<file path="src/rtl/sequenciador_regras_fuzzy.sv">
// Rule scheduler: walks the fuzzy rule grid over the latched activity mask.
// Optional FUZZY_SKIP_INACTIVE_EN: inactive pairs take one blank cycle.
module sequenciador_regras_fuzzy #(
  parameter int N_SETS    = 3,
  parameter int DWELL_CYC = 2
) (
  input  logic                  clk_0,
  input  logic                  Srst,
  input  logic                  EN_REGRAS,
  input  logic [2*N_SETS-1:0]   Ativo,
  output logic [3:0]            Regras,
  output logic                  Reset_Inf,
  output logic                  clk_int,
  output logic                  Busy,
  output logic                  Done,
  output logic [4:0]            N_regras
);

`ifdef FUZZY_SKIP_INACTIVE_EN
  localparam bit SKIP = 1'b1;
`else
  localparam bit SKIP = 1'b0;
`endif

  localparam logic [1:0] LAST = 2'(N_SETS - 1);
  localparam logic [3:0] DW   = 4'(DWELL_CYC);
  localparam logic [3:0] NONE = 4'b1111;

  typedef enum logic [2:0] {
    S_IDLE, S_CLEAR, S_SCAN, S_DWELL, S_DEFUZZ, S_DONE
  } state_t;

  state_t              state_q;
  logic [2*N_SETS-1:0] mask_q;
  logic [1:0]          i_q, j_q, i_d, j_d;
  logic [3:0]          cnt_q;
  logic [4:0]          run_q, run_d, run_adv;
  logic [3:0]          regras_q;
  logic                rinf_q, clki_q, busy_q, done_q;
  logic [4:0]          nreg_q;
  logic [N_SETS-1:0]   m1, m2;
  logic                act_cur, act_nxt, last_pair;
  logic                show_nxt, hold_cur;

  assign m1 = mask_q[N_SETS-1:0];
  assign m2 = mask_q[2*N_SETS-1:N_SETS];

  always_comb begin
    i_d = i_q;
    j_d = j_q + 2'd1;
    if (j_q == LAST) begin
      j_d = 2'd0;
      i_d = i_q + 2'd1;
    end
  end

  assign act_cur   = m1[i_q] & m2[j_q];
  assign act_nxt   = m1[i_d] & m2[j_d];
  assign last_pair = (i_q == LAST) && (j_q == LAST);
  assign show_nxt  = act_nxt | ~SKIP;
  assign hold_cur  = (act_cur | ~SKIP) && (DW > 4'd1);
  assign run_d     = run_q + {4'd0, act_cur};
  assign run_adv   = (state_q == S_SCAN) ? run_d : run_q;

  always_ff @(posedge clk_0 or posedge Srst) begin
    if (Srst) begin
      state_q  <= S_IDLE;
      mask_q   <= '0;
      i_q      <= 2'd0;
      j_q      <= 2'd0;
      cnt_q    <= 4'd0;
      run_q    <= 5'd0;
      regras_q <= NONE;
      rinf_q   <= 1'b0;
      clki_q   <= 1'b0;
      busy_q   <= 1'b0;
      done_q   <= 1'b0;
      nreg_q   <= 5'd0;
    end else begin
      rinf_q <= 1'b0;
      clki_q <= 1'b0;
      done_q <= 1'b0;
      unique case (state_q)
        S_IDLE, S_DONE: begin
          if (EN_REGRAS) begin
            mask_q  <= Ativo;
            state_q <= S_CLEAR;
            rinf_q  <= 1'b1;
            busy_q  <= 1'b1;
            i_q     <= 2'd0;
            j_q     <= 2'd0;
          end else begin
            state_q <= S_IDLE;
          end
        end
        S_CLEAR: begin
          if (!EN_REGRAS) begin
            state_q  <= S_IDLE;
            regras_q <= NONE;
            busy_q   <= 1'b0;
          end else begin
            run_q    <= 5'd0;
            state_q  <= S_SCAN;
            regras_q <= (act_cur | ~SKIP) ? {i_q, j_q} : NONE;
          end
        end
        S_SCAN, S_DWELL: begin
          if (!EN_REGRAS) begin
            state_q  <= S_IDLE;
            regras_q <= NONE;
            busy_q   <= 1'b0;
            i_q      <= 2'd0;
            j_q      <= 2'd0;
          end else begin
            if (state_q == S_SCAN) run_q <= run_d;
            if (state_q == S_SCAN && hold_cur) begin
              state_q <= S_DWELL;
              cnt_q   <= DW - 4'd1;
            end else if (state_q == S_DWELL && cnt_q > 4'd1) begin
              cnt_q <= cnt_q - 4'd1;
            end else if (last_pair) begin
              state_q  <= S_DEFUZZ;
              regras_q <= NONE;
              clki_q   <= (run_adv != 5'd0);
              nreg_q   <= run_adv;
            end else begin
              state_q  <= S_SCAN;
              i_q      <= i_d;
              j_q      <= j_d;
              regras_q <= show_nxt ? {i_d, j_d} : NONE;
            end
          end
        end
        S_DEFUZZ: begin
          state_q <= S_DONE;
          done_q  <= 1'b1;
          busy_q  <= 1'b0;
        end
        default: state_q <= S_IDLE;
      endcase
    end
  end

  assign Regras    = regras_q;
  assign Reset_Inf = rinf_q;
  assign clk_int   = clki_q;
  assign Busy      = busy_q;
  assign Done      = done_q;
  assign N_regras  = nreg_q;

endmodule
</file>
<file path="config.mk">
export PLATFORM = sky130hd
export DESIGN_NAME = sequenciador_regras_fuzzy
export DESIGN_NICKNAME = d
export VERILOG_FILES = /design/src/rtl/sequenciador_regras_fuzzy.sv
export SDC_FILE = /design/constraint.sdc
export NUM_CORES = 1
export LEC_CHECK = 0
export ABC_AREA = 1
export CAP_MARGIN = 30
export CORE_MARGIN = 2
export CORE_UTILIZATION = 55
export DETAILED_ROUTE_END_ITERATION = 16
export HOLD_SLACK_MARGIN = 0.02
export PLACE_DENSITY = 0.85
export SLEW_MARGIN = 10
export SYNTH_ARGS = -nofsm -noshare
export SYNTH_HDL_FRONTEND = slang
export SYNTH_SLANG_ARGS = --single-unit
</file>
<file path="constraint.sdc">
create_clock -name clk_0 -period 2.1 [get_ports clk_0]
set_input_delay 0.42 -clock clk_0 [delete_from_list [all_inputs] [get_ports clk_0]]
set_output_delay 0.42 -clock clk_0 [all_outputs]
set_load 0.1 [all_outputs]
</file>
==> metrics.txt <==
Detail Route Antenna Nets=0; layout cells sized above 1=between 20% and 30%; n_diodes=0; endpoint class of the critical path=flip-flop; Vias=between 1500 and 2000; Ports=22; Yosys cell types=27; post-synthesis sequential area ratio=a little under half; CORE AREA=3337 um^2; status=completed; htree depth=2; gr usage total=21.57%; RR Endpoint=clk_int; Clock Skew=~0.008 ns; fin crit period=1.951 ns; clock slew at reported path FFs=around 0.1 ns; Routability Congestion=0.9011; Setup Viol. Count Final=0; Initial Util=between 50% and 60%; CTS tree=built; root buffer cell=clkbuf_4; Die ar.=around 4000 um^2; cts hold-fix bufs=0; Synth Area in Compound Gates=~13%; DR iter-0 viols=120; Max FO, Critical Path=4; Mapped Area=~1900 um^2; Max Cap Viol=0; Die X=63.10 um; CTS Sinks=35; Hold WS=0.4794 ns; Final #Nets=around 290; final core utilization=a little over two thirds; DP Cell Count=approximately 310; first-pass GRT wire length=between 6 and 7 mm; LEAKAGE=1.189 nW; Num CTS Buffers=5; CP Class=reg -> reg; register bit total from synthesis=35; Max Transition Viols Final=0; simple-gate share of the synthesized area=between 20 and 30%; Hold Crit Class=in -> async; clk buf depth=2; drt first pass iters=4; area share of fa/ha/maj cells after synthesis=under 10%; crit share post-route=92.93%; DRT Wirelength=a little under 4 mm; largest net degree at the start of global routing=36; ranking of synthesized cells by area=dfrtp_1 40%, nand2_1 15%, dfstp_2 5.5%; Rows=21; worst r2r path cells=17; main combinational cell family by area after synthesis=simple AND/OR/NAND/NOR gates; post-synthesis cell type with the largest combined area=dfrtp_1; worst-skew pair later-pin latency=0.33 ns; PwrDens=1364 nW/um^2; port bufs=21; GRT overflow=0; Critical Path AT=about 2.2 ns; routed len/inst=12.00 um; Post-Syn Instances=240; chip height=around 63 um; Via density=a little over 5; mean cell area of the mapped netlist=about 8.0 um^2; DP Wirelength=about 2.9 mm; Slew HR=71.99%; Final Cell Area=between 2000 and 2500 um^2; Synth top area share=40.39%; critical path required time=~2.3 ns; Area after DPL=~2200 um^2; Ys Warns=0; DRC=0; Reg-to-Reg Start=j_q[0]; mux cell area share after synthesis=0%; syn nets=about 250; slack of the worst reg-to-reg path=between 0.1 and 0.15 ns; worst-margin pin slew=0.4201 ns; Max Clk Rate=between 0.5 and 0.6 GHz; antenna violations before repair=0; final hold vios=0; xor/xnor share of the synthesized area=approximately 1.4%; Critical Path Start Type=flip-flop; Max VDD drop=around 0.00077 V; Area Growth Syn to Fin=21.37%; vias in the first global route=approximately 1600; Non-Filler Instances=320
[state kept, by name, summed over array words and instances, names as in the netlist]
signal,flops
Busy,1
cnt_q,4
clk_int,1
i_q,2
Done,1
run_q,5
j_q,2
N_regras,5
mask_q,6
state_q,3
Regras,4
Reset_Inf,1
[layout make-up]
cell class / count / area, um^2
Clock buffer: 8 / 68.82
Fill cell: 272 / 1006
Inverter: 35 / 131.4
Multi-Input combinational cell: 167 / 902.1
Sequential cell: 35 / 883.3
Tap cell: 46 / 57.56
Timing Repair Buffer: 29 / 287.8
[how the worst max path moves through the flow]
| stage | startpoint | slack (ns) | cells after the start | to |
|---|---|---|---|---|
| finish | j_q[0] | 0.15 | 17 | clk_int |
| global route | j_q[0] | -0.03 | 17 | clk_int |
| CTS | j_q[0] | 0.06 | 17 | clk_int |
| detailed placement | j_q[0] | 0.10 | 17 | clk_int |
| global placement | j_q[0] | 0.18 | 17 | clk_int |
| floorplan | j_q[0] | 0.26 | 17 | clk_int |
[stage by stage]
stage | setup slack (ns) | power, mW | setup TNS (ns)
after floorplan | 0.2643 | 2.269 | 0
after global placement | 0.1786 | 2.666 | 0
after detailed placement | 0.1006 | 2.706 | 0
after CTS | 0.06453 | 3.121 | 0
after global routing | -0.02771 | 3.420 | -0.02771
final | 0.1486 | 3.180 | 0
[power by group]
group / leakage, nW / switching, mW / internal, mW
Sequential: 0.449 / 0.175 / 0.902
Combinational: 0.702 / 1.13 / 0.561
Clock: 0.0386 / 0.209 / 0.197
Total: 1.19 / 1.52 / 1.66
[per-layer routing]
layer | vias up | part of all wire, % | GRT usage, %
met4 | 0 | 1.4 | 7.222
met2 | 34 | 50 | 38.03
met1 | 775 | 45 | 25.82
met5 | - | 0 | 0
met3 | 7 | 3.7 | 5.000
li1 | 828 | - | -
[cells in the final DEF (no fill, tap or decap), drive strengths merged]
| cell | count |
|---|---|
| clkbuf | 8 |
| xor2 | 3 |
| nor3 | 3 |
| a21oi | 10 |
| ha | 5 |
| nor2 | 16 |
| nand4 | 2 |
| buf | 21 |
| dfrtp | 31 |
| nand3 | 18 |
| or2 | 1 |
| inv | 35 |
| o22ai | 4 |
| nand2 | 80 |
| o31ai | 1 |
| dfstp | 4 |
| clkdlybuf4s50 | 8 |
| o21ai | 24 |
[Yosys cell counts]
master	number
a21oi_4	1
nand4_1	2
nor2_1	11
o22ai_1	4
o21ai_1	4
a21oi_1	8
nand2_1	77
nor2_2	2
o31ai_1	1
nor3_1	3
or2_2	1
dfrtp_1	31
buf_6	2
nand3_2	5
nor2_4	3
nand2_2	2
inv_2	8
ha_1	5
xor2_1	3
a21oi_2	1
nand2_4	1
dfstp_2	4
inv_1	27
nand3_1	13
o21ai_0	14
o21ai_2	6
buf_4	1
[repair_timing]
action | 4_1_cts | 5_1_grt
gates resized for setup | 0 | 12
endpoints found under the setup margin | 0 | 3
buffers inserted | 0 | 4
[worst max-delay path: stages, from the launching register on]
cell     delay [ns]
dfrtp_2        0.44
inv_2          0.06
nand2_2        0.05
inv_2          0.07
nand2_1        0.06
nand3_2        0.05
nand2_1        0.05
inv_1          0.06
ha_2           0.17
ha_2           0.26
inv_1          0.05
nand3_1        0.08
nand2_2        0.12
nand2_1        0.06
nor2_1         0.11
nand3_1        0.07
nand2_1        0.06
inv_1          0.03
[cell families (layout without fill, tap and decap cells)]
| kind of cell | after synthesis | after routing |
|---|---|---|
| AO/OA/AOI/OAI | 39 | 39 |
| XOR/XNOR | 3 | 3 |
| adder cells (fa/ha/maj) | 5 | 5 |
| buffers and inverters | 38 | 72 |
| AND/OR/NAND/NOR | 120 | 120 |
| flip-flops | 35 | 35 |
Power figures use the tool's default switching activity.
